`src/rtl/bf_exec_unit.sv`:
```
// Brainfuck fetch/decode/execute unit driving the tape's command strobes, with bracket scanning and console handshakes.
// Optional single-step dispatch gating is compiled in with `define BF_EXEC_STEP_EN.
module bf_exec_unit #(
  parameter int unsigned PC_WIDTH    = 8,
  parameter int unsigned DEPTH_WIDTH = 6
) (
  input  logic                working_clock,
  input  logic                reset,
  input  logic                start,
`ifdef BF_EXEC_STEP_EN
  input  logic                step_mode,
  input  logic                step,
`endif
  output logic [PC_WIDTH-1:0] prog_addr,
  input  logic [3:0]          prog_data,
  input  logic                tape_ready,
  input  logic [3:0]          tape_symbol,
  output logic [3:0]          tape_new_symbol,
  output logic                tape_set_symbol,
  output logic                tape_move,
  output logic                tape_move_dir,
  output logic                roll_back,
  output logic                tape_delete,
  input  logic                in_valid,
  input  logic [3:0]          in_data,
  output logic                in_ready,
  output logic                out_valid,
  output logic [3:0]          out_data,
  input  logic                out_ready,
  output logic                busy,
  output logic                halted,
  output logic                error
);

  localparam logic [2:0] S_IDLE     = 3'd0;
  localparam logic [2:0] S_EXEC     = 3'd1;
  localparam logic [2:0] S_IN_WAIT  = 3'd2;
  localparam logic [2:0] S_OUT_WAIT = 3'd3;
  localparam logic [2:0] S_SCAN_FWD = 3'd4;
  localparam logic [2:0] S_SCAN_BWD = 3'd5;
  localparam logic [2:0] S_HALT     = 3'd6;
  localparam logic [2:0] S_ERROR    = 3'd7;

  localparam logic [3:0] OP_HAT = 4'd0;
  localparam logic [3:0] OP_ADD = 4'd1;
  localparam logic [3:0] OP_SUB = 4'd2;
  localparam logic [3:0] OP_MOL = 4'd3;
  localparam logic [3:0] OP_MOR = 4'd4;
  localparam logic [3:0] OP_INP = 4'd5;
  localparam logic [3:0] OP_OUP = 4'd6;
  localparam logic [3:0] OP_LOL = 4'd7;
  localparam logic [3:0] OP_LOR = 4'd8;
  localparam logic [3:0] OP_CEO = 4'd9;
  localparam logic [3:0] OP_ZER = 4'd10;

  localparam logic [PC_WIDTH-1:0]    PC_ONE    = PC_WIDTH'(1);
  localparam logic [DEPTH_WIDTH-1:0] DEPTH_ONE = DEPTH_WIDTH'(1);

  logic [2:0]             state, state_next;
  logic [PC_WIDTH-1:0]    pc, pc_next;
  logic [DEPTH_WIDTH-1:0] depth, depth_next;
  logic [3:0]             out_data_next;
  logic                   dispatch;
  logic                   pc_last, pc_first, depth_full;
  logic                   adv, fwd, bwd;

`ifdef BF_EXEC_STEP_EN
  assign dispatch = tape_ready && (!step_mode || step);
`else
  assign dispatch = tape_ready;
`endif

  assign pc_last    = (pc == '1);
  assign pc_first   = (pc == '0);
  assign depth_full = (depth == '1);

  assign prog_addr   = pc;
  assign busy        = (state == S_EXEC) || (state == S_IN_WAIT) || (state == S_OUT_WAIT) ||
                       (state == S_SCAN_FWD) || (state == S_SCAN_BWD);
  assign halted      = (state == S_HALT);
  assign error       = (state == S_ERROR);
  assign in_ready    = (state == S_IN_WAIT);
  assign out_valid   = (state == S_OUT_WAIT);
  assign tape_delete = 1'b0;

  always_comb begin
    tape_set_symbol = 1'b0;
    tape_new_symbol = '0;
    tape_move       = 1'b0;
    tape_move_dir   = 1'b0;
    roll_back       = 1'b0;
    if (state == S_EXEC && dispatch) begin
      case (prog_data)
        OP_ADD: begin tape_set_symbol = 1'b1; tape_new_symbol = tape_symbol + 4'd1; end
        OP_SUB: begin tape_set_symbol = 1'b1; tape_new_symbol = tape_symbol - 4'd1; end
        OP_MOL: tape_move = 1'b1;
        OP_MOR: begin tape_move = 1'b1; tape_move_dir = 1'b1; end
        OP_CEO: roll_back = 1'b1;
        OP_ZER: tape_set_symbol = 1'b1;
        default: ;
      endcase
    end else if (state == S_IN_WAIT && in_valid) begin
      tape_set_symbol = 1'b1;
      tape_new_symbol = in_data;
    end
  end

  // adv/fwd/bwd collect the pc stepping shared by several states; bounds checks live in one place below.
  always_comb begin
    state_next    = state;
    pc_next       = pc;
    depth_next    = depth;
    out_data_next = out_data;
    adv           = 1'b0;
    fwd           = 1'b0;
    bwd           = 1'b0;
    case (state)
      S_IDLE, S_HALT, S_ERROR: begin
        if (start) begin
          state_next = S_EXEC;
          pc_next    = '0;
          depth_next = '0;
        end
      end
      S_EXEC: begin
        if (dispatch) begin
          case (prog_data)
            OP_HAT: state_next = S_HALT;
            OP_INP: state_next = S_IN_WAIT;
            OP_OUP: begin
              out_data_next = tape_symbol;
              state_next    = S_OUT_WAIT;
            end
            OP_LOL: begin
              if (tape_symbol == '0) begin
                depth_next = DEPTH_ONE;
                state_next = S_SCAN_FWD;
                fwd        = 1'b1;
              end else adv = 1'b1;
            end
            OP_LOR: begin
              if (tape_symbol != '0) begin
                depth_next = DEPTH_ONE;
                state_next = S_SCAN_BWD;
                bwd        = 1'b1;
              end else adv = 1'b1;
            end
            default: adv = 1'b1;
          endcase
        end
      end
      S_IN_WAIT:  adv = in_valid;
      S_OUT_WAIT: adv = out_ready;
      S_SCAN_FWD: begin
        case (prog_data)
          OP_LOL: begin
            if (depth_full) state_next = S_ERROR;
            else begin depth_next = depth + DEPTH_ONE; fwd = 1'b1; end
          end
          OP_LOR: begin
            if (depth == DEPTH_ONE) adv = 1'b1;
            else begin depth_next = depth - DEPTH_ONE; fwd = 1'b1; end
          end
          default: fwd = 1'b1;
        endcase
      end
      S_SCAN_BWD: begin
        case (prog_data)
          OP_LOR: begin
            if (depth_full) state_next = S_ERROR;
            else begin depth_next = depth + DEPTH_ONE; bwd = 1'b1; end
          end
          OP_LOL: begin
            if (depth == DEPTH_ONE) adv = 1'b1;
            else begin depth_next = depth - DEPTH_ONE; bwd = 1'b1; end
          end
          default: bwd = 1'b1;
        endcase
      end
      default: state_next = S_IDLE;
    endcase

    if (adv) begin
      if (pc_last) state_next = S_HALT;
      else begin pc_next = pc + PC_ONE; state_next = S_EXEC; end
    end
    if (fwd) begin
      if (pc_last) state_next = S_ERROR;
      else pc_next = pc + PC_ONE;
    end
    if (bwd) begin
      if (pc_first) state_next = S_ERROR;
      else pc_next = pc - PC_ONE;
    end
  end

  always_ff @(posedge working_clock or posedge reset) begin
    if (reset) begin
      state    <= S_IDLE;
      pc       <= '0;
      depth    <= '0;
      out_data <= '0;
    end else begin
      state    <= state_next;
      pc       <= pc_next;
      depth    <= depth_next;
      out_data <= out_data_next;
    end
  end

endmodule

```
`config.mk`:
```
export PLATFORM = sky130hd
export DESIGN_NAME = bf_exec_unit
export DESIGN_NICKNAME = d
export VERILOG_FILES = /design/src/rtl/bf_exec_unit.sv
export SDC_FILE = /design/constraint.sdc
export NUM_CORES = 1
export LEC_CHECK = 0
export ABC_AREA = 1
export CORE_MARGIN = 2
export CORE_UTILIZATION = 58
export DETAILED_ROUTE_END_ITERATION = 12
export PLACE_DENSITY = 0.84
export SLEW_MARGIN = 30
export SYNTH_ARGS = -nofsm -noshare
export SYNTH_HDL_FRONTEND = slang
export SYNTH_SLANG_ARGS = --single-unit
```
`constraint.sdc`:
```
create_clock -name working_clock -period 7.16 [get_ports working_clock]
set_clock_uncertainty 0.05 [all_clocks]
set_input_delay 1.79 -clock working_clock [delete_from_list [all_inputs] [get_ports working_clock]]
set_output_delay 1.79 -clock working_clock [all_outputs]
set_load 0.005 [all_outputs]
```
# ---- Word level (Yosys, flattened, before mapping)
# Cells that the tools add are included.
dict set report word_totals {
  reg_bits 21
  in_bits 18
  output_inout_bits 26
  wordCells 120
}
dict set report classes {
  add_sub_neg 6
  n_eq_ne 27
  n_mux 65
  reduce_logical 18
}
# operator count
set ops {}
lappend ops {{$mux W8} 8}
lappend ops {{$mux W3} 13}
lappend ops {{$mux W6} 6}
lappend ops {{$pmux W6 S2} 3}
lappend ops {{$pmux W6 S4} 1}
lappend ops {{$mux W1} 23}
lappend ops {{$eq A4 B3 Y1 const B} 4}
lappend ops {{$pmux W3 S5} 1}
lappend ops {{$eq A3 B3 Y1 const B} 4}
lappend ops {{$eq A4 B4 Y1 const B} 3}
lappend ops {{$pmux W3 S4} 1}
lappend ops {{$ne A3 B1 Y1 const B} 3}
lappend ops {{$reduce_or A3 Y1} 3}
lappend ops {{$add A8 B1 Y8 const B} 1}
lappend ops {{$eq A4 B2 Y1 const B} 2}
lappend ops {{$eq A8 B8 Y1 const B} 1}
lappend ops {{$logic_not A4 Y1} 2}
lappend ops {{$logic_not A8 Y1} 1}
lappend ops {{$mux W4} 2}
lappend ops {{$pmux W1 S2} 4}
lappend ops {{$pmux W4 S2} 1}
lappend ops {{$reduce_and A8 Y1} 1}
lappend ops {{$reduce_bool A4 Y1} 2}
lappend ops {{$sub A8 B1 Y8 const B} 1}
lappend ops {{18 further kinds} 25}

# ---- Depth between registers and ports, before layout
# Gate-level depths: netlist of the first run.
dict set report logic_depth {
  word_depth 10
  ltp_mapped 14
  mapped_depth_nobuf 13
}

# ---- Worst setup path after synthesis of the first run
# OpenSTA, ideal clock, no wires.
dict set report synth_path {
  path_kind {input -> output}
  from {input port prog_data[3]}
  to {output port tape_new_symbol[3]}
  arrival_time_ns 3.040
  required_time_ns 5.320
  setup_slack_ns 2.280
  cell_stages 8
  n_path_buf 0
  cell_sequence {nor2_1 > nand3_1 > inv_1 > ha_1 > a21oi_1 > o21ai_0 > xor2_1 > o21ai_0}
}
dict set report synth_between {
  elab_chain_cells 3
  word_cells_on_any_way 4
  classes_between {2 x eq/ne; 2 x mux}
}
# element line_no
set synth_lines {}
lappend synth_lines {{start, declared} 15} ;# input logic [3:0] prog_data,
lappend synth_lines {{$eq A4 B2 Y1 or $eq A4 B1 Y1 (tied branches)} 93} ;# case (prog_data)
lappend synth_lines {{$pmux W4 S2 *} 93}
lappend synth_lines {{$mux W4 *} 92} ;# if (state == S_EXEC && dispatch) begin
lappend synth_lines {{end, declared} 18} ;# output logic [3:0] tape_new_symbol,
# Every way passes the cells marked *; elsewhere a longest branch is shown, timed or not.

# ---- Worst setup path in the final report of the first run
# Same ends and word-level chain as after synthesis.

==> impl_results.rst, run 1 <==
.. list-table::
   :header-rows: 1

   * - Metric
     - Value
   * - Outcome
     - finished, final reports clean
   * - Register-to-Register Setup Slack
     - 4.95 ns
   * - Proportion of power drawn by combinational gates
     - 0.612
   * - CP max stage cell
     - sky130_fd_sc_hd__clkdlybuf4s50_1
   * - Measured slew at the worst slew-check pin
     - 0.806 ns
   * - Kind of cell adding the most delay to the critical path
     - buffers and inverters
   * - WL final
     - 6420 um
   * - Max_slew headroom
     - 0.459
   * - Min Tclk post-route
     - ~6.1 ns
   * - Hold depth
     - 2
   * - Share of async-settable or async-resettable flops after synthesis
     - 1.00
   * - Final-stage net count
     - 449
   * - Clock buffers created by TritonCTS
     - 3
   * - Residual antenna-violating net count after detailed routing
     - 0
   * - Most area-consuming cells after synthesis
     - sky130_fd_sc_hd__dfrtp_1 (21%), sky130_fd_sc_hd__nand2_1 (16%), sky130_fd_sc_hd__nand3_1 (8.4%), sky130_fd_sc_hd__inv_1 (6.6%), sky130_fd_sc_hd__o21ai_0 (4.9%)
   * - Highest Clock Rate
     - 163 MHz
   * - Placer's final routability congestion estimate
     - between 0.9 and 1
   * - CTS tree
     - done
   * - Fraction of power consumed by sequential logic
     - 0.273
   * - Cell-by-cell trace of the critical path
     - clkdlybuf4s50_1, nor2_1, nand3_1, inv_1, ha_1, a21oi_1, o21ai_0, xor2_1, o21ai_0, clkdlybuf4s50_1
   * - Endpoint with the worst hold slack
     - out_data[0]
   * - Arrival time at the worst endpoint
     - 4.30 ns
   * - Setup violation total in the final timing report
     - 0
   * - Synth Flop Type
     - sky130_fd_sc_hd__dfrtp_1
   * - Area leader, netlist
     - sky130_fd_sc_hd__dfrtp_1
   * - Area Overhead vs Synth
     - 19.3%
   * - Number of instances in the synthesized netlist
     - 382
   * - Mean Syn Cell Area
     - between 6 and 7 um^2
   * - Clock latency of the later-clocked register in the worst-skew pair
     - roughly 0.27 ns
   * - Max-capacitance violation count
     - 0
   * - Average wire per standard cell
     - between 10 and 15 um
   * - Count of placed standard cells including taps
     - 468
   * - Net count of the mapped netlist
     - 408
   * - Crit Path Category
     - in2out
   * - Final-report max-slew violation count
     - 0
   * - Final period util
     - 0.858
   * - Initial core utilization
     - 0.610
   * - Post-placement cell area
     - 2880 um^2
   * - Std-Cell Core Area
     - 4030 um^2
   * - Wire length of the first global-routing pass
     - approximately 11,000 um
   * - Maximum fanout along the worst path
     - 5
   * - Antenna violations before repair
     - 0
   * - Number of top-level design ports
     - 44
   * - Worst flop-to-flop path endpoint
     - prog_addr[0]
   * - Total vias in the final route
     - 2,650
   * - Number of placement rows
     - 23
   * - Worst hold margin
     - 0.445 ns
   * - Number of cell instances on the worst register-to-register path
     - 12
   * - Switching power summed over all nets
     - ~350 uW
   * - Count of state elements after synthesis
     - 21
   * - Final Non-Filler Cells
     - 472
   * - # port buffers
     - 42
   * - HPWL Detailed
     - 4980 um
   * - Start point of the worst min-delay path
     - out_data[0]
   * - Hold bufs inserted after CTS
     - 0
   * - Die outline width
     - between 60 and 70 um
   * - Final-report hold violation count
     - 0
   * - CP endpoint kind
     - primary output
   * - Setup_tns
     - 0 ns
   * - Buffer type at the clock tree root
     - sky130_fd_sc_hd__clkbuf_8
   * - Most common library cells after synthesis
     - sky130_fd_sc_hd__nand2_1 (104), sky130_fd_sc_hd__inv_1 (43), sky130_fd_sc_hd__nand3_1 (41)
   * - Number of design-rule violations left by the first detailed-router iteration
     - 245
   * - Total die area
     - 4770 um^2
   * - Most common cell in the synthesized netlist
     - sky130_fd_sc_hd__nand2_1
   * - Warning count from the yosys run
     - 0
   * - Number of buffers and inverters on the critical path
     - 3
   * - Max H-tree Level
     - 1
   * - Pin count of the biggest net entering global routing
     - 22
   * - Clock share of power
     - 0.115
   * - Diodes inserted
     - 0
   * - Fraction of layout instances using a drive strength above 1
     - 0.111
   * - Share of the synthesized area in the top cell type
     - 0.214
   * - Vias in the first global route
     - ~2,500
   * - Kind of start point of the critical path
     - input pin
   * - Number of synthesized flops with an enable pin
     - 0
   * - Number of buffers inserted to repair setup after CTS
     - 0
   * - Resized cells post-CTS
     - 0
   * - Delay of the slowest critical-path stage
     - 0.54 ns
   * - Distinct cell type count of the synthesized netlist
     - 38
   * - Required time reported for the critical path endpoint
     - 5.32 ns
   * - LEAKAGE
     - 0.00143 uW
   * - Maximum ir drop on the vdd rail
     - 0.234 mV
   * - Number of remaining DRC errors
     - 0
   * - Min-Delay Path Class
     - reg2reg
   * - R2R Path Start
     - depth[0]
   * - Max Root-Sink Buffers
     - 2
   * - Synthesized area
     - 2460 um^2
   * - Power density relative to cell area
     - 245 nW/um^2
   * - RSZ-0062 raised after global routing
     - false
   * - Clk sinks
     - 21
   * - Fin area
     - 2930 um^2
   * - Internal Pwr Total
     - 368 uW
   * - Post-synthesis sequential area ratio
     - 0.214
   * - Global router's overall resource usage
     - 0.270
   * - Overflow left after global routing
     - 0
   * - Post-DR vias/cell
     - around 5.6
   * - Clock-pin slew of the registers on the worst-case setup and hold paths
     - 0.09 ns
   * - Switching share of total power
     - 0.486
   * - Length of the first detailed-routing pass in iterations
     - 5
   * - Die span in y
     - 69.1 um
==> power groups by stage <==
stage | Sequential, uW | Combinational (uW) | Clock [uW]
final | 196 | 439 | 82.6
after global routing | 201 | 489 | 89.1
after CTS | 195 | 435 | 84.1
after detailed placement | 197 | 431 | 0
after global placement | 196 | 423 | 0
after floorplan | 180 | 323 | 0
==> sequential cells by signal, summed over array words and instances, names as in the netlist <==
name / flops
depth: 6
prog_addr: 8
out_data: 4
state: 3
==> cell usage in the layout (no fill, tap or decap), types with 2 or more instances in the layout <==
cell	n
sky130_fd_sc_hd__nand2_2	5
sky130_fd_sc_hd__a21oi_2	2
sky130_fd_sc_hd__nor2_2	6
sky130_fd_sc_hd__ha_1	7
sky130_fd_sc_hd__o21ai_1	5
sky130_fd_sc_hd__xnor2_1	3
sky130_fd_sc_hd__nand3_2	2
sky130_fd_sc_hd__nor3_1	7
sky130_fd_sc_hd__inv_2	7
sky130_fd_sc_hd__nor2_8	2
sky130_fd_sc_hd__o22ai_1	4
sky130_fd_sc_hd__clkbuf_8	3
sky130_fd_sc_hd__dfrtp_1	21
sky130_fd_sc_hd__nor2_1	31
sky130_fd_sc_hd__nor2_4	7
sky130_fd_sc_hd__xor2_1	13
sky130_fd_sc_hd__inv_1	42
sky130_fd_sc_hd__nand4_1	6
sky130_fd_sc_hd__nand3_1	41
sky130_fd_sc_hd__o21ai_0	24
sky130_fd_sc_hd__nand2_4	4
sky130_fd_sc_hd__a21oi_1	17
sky130_fd_sc_hd__mux2_2	3
sky130_fd_sc_hd__or2_2	2
sky130_fd_sc_hd__nand2_1	104
sky130_fd_sc_hd__clkdlybuf4s50_1	42
==> through the flow <==
step,util,setup WS (ns),total power (uW)
3_3_place_gp,0.715,1.19,619
5_1_grt,0.727,0.788,779
2_1_floorplan,-,2.28,503
6_report,0.727,1.02,717
3_5_place_dp,0.715,1.04,628
4_1_cts,0.727,1.04,715
==> logic make-up after synthesis <==
kind of cell | count (synthesis) | synth area share
multiplexers | 3 | 0.0138
AO/OA/AOI/OAI | 57 | 0.130
adder cells (fa/ha/maj) | 8 | 0.0438
flip-flops | 21 | 0.214
AND/OR/NAND/NOR | 219 | 0.438
buffers and inverters | 57 | 0.102
XOR/XNOR | 16 | 0.0571
other | 1 | 0.00153
==> worst register-to-register path, stage by stage, from the launching register on <==
cell                      delay, ns
sky130_fd_sc_hd__dfrtp_1       0.45
sky130_fd_sc_hd__ha_1          0.27
sky130_fd_sc_hd__nand3_2       0.14
sky130_fd_sc_hd__nor2_4        0.21
sky130_fd_sc_hd__nand2_1       0.11
sky130_fd_sc_hd__nand3_1       0.10
sky130_fd_sc_hd__nand3_2       0.17
sky130_fd_sc_hd__nand2_2       0.22
sky130_fd_sc_hd__inv_1         0.12
sky130_fd_sc_hd__nor2_2        0.12
sky130_fd_sc_hd__nand2_1       0.06
sky130_fd_sc_hd__nand2_1       0.05
sky130_fd_sc_hd__nand2_1       0.05
==> metal layers <==
metal	vias up	GRT usage	part of all wire
met5	-	0	0
met4	0	0.0741	0.011
met3	10	0.0380	0.057
met2	101	0.459	0.48
met1	1225	0.358	0.45
li1	1314	-	-
==> cell type report <==
cell class | instances | area [um^2]
flip-flops and latches | 21 | 526
fillers | 364 | 1100
inverters | 51 | 194
clock inverters | 1 | 7.51
clock buffers | 3 | 41.3
well taps | 50 | 62.6
repair buffers | 42 | 420
multi-input cells | 304 | 1680
==> worst max-delay path by stage <==
| stage | from | to | slack (ns) | depth (start not counted) |
|---|---|---|---|---|
| global route | prog_data[3] | tape_new_symbol[3] | 0.79 | 10 |
| finish | prog_data[3] | tape_new_symbol[3] | 1.02 | 10 |
| floorplan | prog_data[3] | tape_new_symbol[3] | 2.28 | 8 |
| detailed placement | prog_data[3] | tape_new_symbol[3] | 1.04 | 10 |
| CTS | prog_data[3] | tape_new_symbol[3] | 1.04 | 10 |
| global placement | prog_data[3] | tape_new_symbol[3] | 1.19 | 10 |
No activity file was read; power rests on OpenSTA's default activity.
==> run 2: changes to the inputs <==
--- a/config.mk
+++ b/config.mk
@@ -9,6 +9,7 @@
 export CORE_MARGIN = 2
 export CORE_UTILIZATION = 58
 export DETAILED_ROUTE_END_ITERATION = 12
+export GPL_TIMING_DRIVEN = 0
 export PLACE_DENSITY = 0.84
 export SLEW_MARGIN = 30
 export SYNTH_ARGS = -nofsm -noshare
==> impl_results.rst, run 2 (same netlist as run 1, synthesis figures left out) <==
.. list-table::
   :header-rows: 1

   * - Metric
     - Value
   * - Final period util
     - 0.855
   * - Wire length of the first global-routing pass
     - 10,600 um
   * - HPWL Detailed
     - 4800 um
   * - Max H-tree Level
     - 1
   * - Diodes inserted
     - 0
   * - Crit Path Category
     - in2out
   * - Final-report max-slew violation count
     - 0
   * - Resized cells post-CTS
     - 0
   * - Highest Clock Rate
     - 163 MHz
   * - Sequential standard cell area
     - 526 um^2
   * - Post-DR vias/cell
     - between 5 and 6
   * - Clock buffers created by TritonCTS
     - 3
   * - Max_slew headroom
     - 0.474
   * - Clk sinks
     - 21
   * - Final Util
     - 0.739
   * - Most frequent cells in the layout
     - sky130_fd_sc_hd__nand2_1 (104), sky130_fd_sc_hd__inv_1 (42), sky130_fd_sc_hd__nand3_1 (41), sky130_fd_sc_hd__clkdlybuf4s50_1 (41), sky130_fd_sc_hd__nor2_1 (31)
   * - Number of design-rule violations left by the first detailed-router iteration
     - 247
   * - Measured slew at the worst slew-check pin
     - 0.785 ns
   * - RSZ-0062 raised after global routing
     - false
   * - Clock-pin slew of the registers on the worst-case setup and hold paths
     - about 0.080 ns
   * - Total vias in the final route
     - around 2,600
   * - Setup_tns
     - 0 ns
   * - LEAKAGE
     - 0.00146 uW
   * - WL final
     - between 6000 and 7000 um
   * - Final-report hold violation count
     - 0
   * - Fillers
     - 352
   * - Die span in y
     - 69.1 um
   * - Total die area
     - 4770 um^2
   * - Maximum ir drop on the vdd rail
     - about 0.2 mV
   * - Arrival time at the worst endpoint
     - 4.28 ns
   * - CP endpoint kind
     - primary output
   * - Min Tclk post-route
     - between 6 and 7 ns
   * - Min-Delay Path Class
     - reg2reg
   * - Number of remaining DRC errors
     - 0
   * - Power density relative to cell area
     - around 240 nW/um^2
   * - Outcome
     - finished, final reports clean
   * - CTS tree
     - done
   * - Area Overhead vs Synth
     - 21.1%
   * - Number of buffers inserted to repair setup after CTS
     - 0
   * - Die outline width
     - 69.1 um
   * - Std-Cell Core Area
     - 4030 um^2
   * - Number of top-level design ports
     - 44
   * - Fraction of layout instances using a drive strength above 1
     - 0.124
   * - Residual antenna-violating net count after detailed routing
     - 0
   * - Commonest non-fill, non-tap cell in the layout
     - sky130_fd_sc_hd__nand2_1
   * - Kind of start point of the critical path
     - input pin
   * - Buffer type at the clock tree root
     - sky130_fd_sc_hd__clkbuf_8
   * - Hold bufs inserted after CTS
     - 0
   * - Clock latency of the later-clocked register in the worst-skew pair
     - 0.26 ns
   * - Maximum fanout along the worst path
     - 5
   * - Vias in the first global route
     - 2,364
   * - Pin count of the biggest net entering global routing
     - 22
   * - Average wire per standard cell
     - about 13 um
   * - Global router's overall resource usage
     - 0.265
   * - Placer's final routability congestion estimate
     - approximately 0.9
   * - Initial core utilization
     - 0.610
   * - Final-stage net count
     - 454
   * - Number of placement rows
     - 23
   * - Antenna violations before repair
     - 0
   * - Length of the first detailed-routing pass in iterations
     - 5
   * - Required time reported for the critical path endpoint
     - 5.32 ns
   * - Combined area of the multi-input logic cells
     - 1680 um^2
   * - Max-capacitance violation count
     - 0
   * - Setup violation total in the final timing report
     - 0
   * - # port buffers
     - 41
   * - Max Root-Sink Buffers
     - 2
   * - Overflow left after global routing
     - 0
   * - Largest register FFs
     - 8
-- run 2: final cells by class --
class                      count  area share
clock buffer                   3      0.0139
inverter                      51      0.0652
timing repair buffer          41       0.138
multi-input combinational    304       0.564
clock inverter                 1     0.00168
sequential                    21       0.177
buffer                         6      0.0193
tap                           50      0.0210
-- run 2: report_power, final --
part           switching [uW]  internal (uW)  total, uW
Clock                    40.1           38.8       78.9
Sequential               33.4            148        182
Combinational             272            194        466
Total                     345            381        726
-- run 2: path summary, 6_finish.rpt --
path / from / endpoint / slack [ns] / depth (start not counted)
setup / recovery: prog_data[3] / tape_new_symbol[3] / 1.04 / 10
hold / removal: out_data[0] / out_data[0] / 0.46 / 2
setup reg to reg: depth[0] / prog_addr[0] / 4.93 / 12
hold reg to reg: out_data[0] / out_data[0] / 0.46 / 2
max in group asynchronous: reset / prog_addr[5] / 4.86 / 2
min in group asynchronous: reset / depth[2] / 1.83 / 2
-- run 2: routing by layer --
| metal | track usage | part of all wire | vias to the layer above |
|---|---|---|---|
| met5 | 0 | 0 | - |
| met2 | 0.432 | 0.47 | 88 |
| li1 | - | - | 1336 |
| met4 | 0.0479 | 0.0063 | 0 |
| met1 | 0.378 | 0.46 | 1189 |
| met3 | 0.0380 | 0.064 | 6 |
-- run 2: critical path: stages --
cell and delay, ns:
sky130_fd_sc_hd__clkdlybuf4s50_1 0.48, sky130_fd_sc_hd__nor2_1 0.28, sky130_fd_sc_hd__nand3_1 0.21, sky130_fd_sc_hd__inv_1 0.16
sky130_fd_sc_hd__ha_1 0.28, sky130_fd_sc_hd__a21oi_1 0.15, sky130_fd_sc_hd__o21ai_0 0.11, sky130_fd_sc_hd__xor2_1 0.17
sky130_fd_sc_hd__o21ai_0 0.14, sky130_fd_sc_hd__clkdlybuf4s50_1 0.52
-- run 2: through the flow --
stage / hold WS (ns) / total power [uW] / cells / worst slack (ns) / cell area, um^2
after floorplan: 0.426 / 503 / 382 / 2.28 / 2460
after global placement: 0.418 / 636 / 473 / 1.11 / 2930
after detailed placement: 0.431 / 642 / 473 / 1.08 / 2930
after CTS: 0.451 / 726 / 477 / 1.08 / 2980
after global routing: 0.475 / 791 / 477 / 0.845 / 2980
final: 0.460 / 726 / 477 / 1.04 / 2980
==> RTL edit, RTL diff (config.mk and constraints of run 1) <==
Set the parameter `PC_WIDTH` to 10 (it was 8).
--- a/src/rtl/bf_exec_unit.sv
+++ b/src/rtl/bf_exec_unit.sv
@@ -1,7 +1,7 @@
 // Brainfuck fetch/decode/execute unit driving the tape's command strobes, with bracket scanning and console handshakes.
 // Optional single-step dispatch gating is compiled in with `define BF_EXEC_STEP_EN.
 module bf_exec_unit #(
-  parameter int unsigned PC_WIDTH    = 8,
+  parameter int unsigned PC_WIDTH    = 10,
   parameter int unsigned DEPTH_WIDTH = 6
 ) (
   input  logic                working_clock,
Ports: changed (resized prog_addr); port bits go from 44 to 46. No check against the original RTL was run, so the function may have changed too.
==> RTL edit against run 1 <==
- setup slack improved by 0.12 ns
- die area rose by 6.3%
- power rose by 14%
- count of clock-buffer cells in the layout rose by 1
- cell area rose by 5.9%
- core utilization fell by 1.4 points
- sequential cell count rose by 2
- critical path depth rose by 2
- wire length rose by 7.8%
- synthesized area rose by 6.7%
- worst hold slack got worse by 0.0053 ns
- critical endpoint unchanged
- largest power group unchanged
==> RTL edit: results (changes against run 1) <==
<table>
<tr><th>Metric</th><th>Value</th></tr>
<tr><th colspan="2">Detailed routing</th></tr>
<tr><td>Metal2 WL</td><td>3380 um (+8.7%)</td></tr>
<tr><td>Via count</td><td>2833 (+6.9%)</td></tr>
<tr><td>Number of violations reported at the end of detailed-routing iteration 0</td><td>207 (-16%)</td></tr>
<tr><td>Routed length on met3</td><td>354 um (-2.5%)</td></tr>
<tr><td>Drt total wl</td><td>6920 um (+7.8%)</td></tr>
<tr><td>M1 wire length</td><td>3090 um (+7.4%)</td></tr>
<tr><th colspan="2">Placed design</th></tr>
<tr><td>Placed Area</td><td>3060 um^2 (+6.2%)</td></tr>
<tr><td>Worst slack after detailed placement</td><td>1.14 ns (+0.0992 ns)</td></tr>
<tr><td>Port Buf Inserts</td><td>44 (+4.8%)</td></tr>
<tr><td>Placed wire-length estimate after detailed placement</td><td>5390 um (+8.2%)</td></tr>
<tr><td>RePlAce Congestion</td><td>0.914 (-4.1%)</td></tr>
<tr><th colspan="2">Power</th></tr>
<tr><td>Seq pwr</td><td>0.224 mW (+14%)</td></tr>
<tr><td>Cell leakage power</td><td>1.53 nW (+6.8%)</td></tr>
<tr><td>Power consumption</td><td>0.817 mW (+14%)</td></tr>
<tr><td>Peak ir drop on the vdd network</td><td>0.177 mV (-24%)</td></tr>
<tr><th colspan="2">Finish</th></tr>
<tr><td>Flip-flop count of the largest register after layout</td><td>10 (+2)</td></tr>
<tr><td>Post-route non-filler standard cell count</td><td>510 (+8.1%)</td></tr>
<tr><td>Share of layout cells above drive strength 1</td><td>10.0% (-1.1 points)</td></tr>
<tr><td>Layout Nets</td><td>485 (+8.0%)</td></tr>
<tr><th colspan="2">GRT</th></tr>
<tr><td>GRT met2 Usage</td><td>49.2% (+3.2 points)</td></tr>
<tr><td>Vias in the first global route</td><td>2683 (+8.6%)</td></tr>
<tr><td>Met1 Track Usage GR</td><td>39.0% (+3.2 points)</td></tr>
<tr><td>Wire length of the first global-routing pass</td><td>12000 um (+10%)</td></tr>
<tr><td>Largest net degree at the start of global routing</td><td>24 (+9.1%)</td></tr>
<tr><td>Tot GR Track Use</td><td>28.7% (+1.7 points)</td></tr>
<tr><th colspan="2">Worst setup path</th></tr>
<tr><td>Logic depth of the worst register-to-register path</td><td>11 (-1)</td></tr>
<tr><td>Worst Path Max Fanout</td><td>6 (+1)</td></tr>
<tr><td>Arrival time of the worst setup path</td><td>4.19 ns (-0.11 ns)</td></tr>
<tr><th colspan="2">Yosys</th></tr>
<tr><td>Synth Net Count</td><td>445 (+9.1%)</td></tr>
<tr><td>Sequential-to-total area share from yosys stat</td><td>22.0% (+0.56 points)</td></tr>
<tr><td>Distinct cell type count after synthesis</td><td>39 (+2.6%)</td></tr>
<tr><td>Average size of a mapped cell</td><td>6.26 um^2 (-2.7%)</td></tr>
<tr><th colspan="2">Clock network</th></tr>
<tr><td>Count of cells resized by post-cts repair</td><td>0 (unchanged)</td></tr>
<tr><th colspan="2">Outcome</th></tr>
<tr><td>Status</td><td>finished, final reports clean</td></tr>
</table>
## RTL edit: cell type report
class | count | area [um^2]
fillers | 409 | 1250
flip-flops and latches | 23 | 576
multi-input cells | 330 | 1760
inverters | 57 | 214
repair buffers | 44 | 440
well taps | 52 | 65.1
clock buffers | 4 | 45.0
## RTL edit: kinds of logic after synthesis
group,count (synthesis),synth area share [%]
AND/OR/NAND/NOR,235,42.2
AO/OA/AOI/OAI,68,14.7
buffers and inverters,66,10.7
flip-flops,23,22.0
XOR/XNOR,17,5.68
adder cells (fa/ha/maj),8,4.10
other,1,0.143
multiplexers,1,0.430
## RTL edit: worst paths after layout
kind	start	to	slack, ns
setup reg to reg	prog_addr[0]	prog_addr[4]	4.90
hold reg to reg	out_data[1]	out_data[1]	0.44
max in group asynchronous	reset	prog_addr[0]	4.91
setup / recovery	prog_data[0]	tape_new_symbol[3]	1.13
min in group asynchronous	reset	prog_addr[3]	1.83
hold / removal	out_data[1]	out_data[1]	0.44
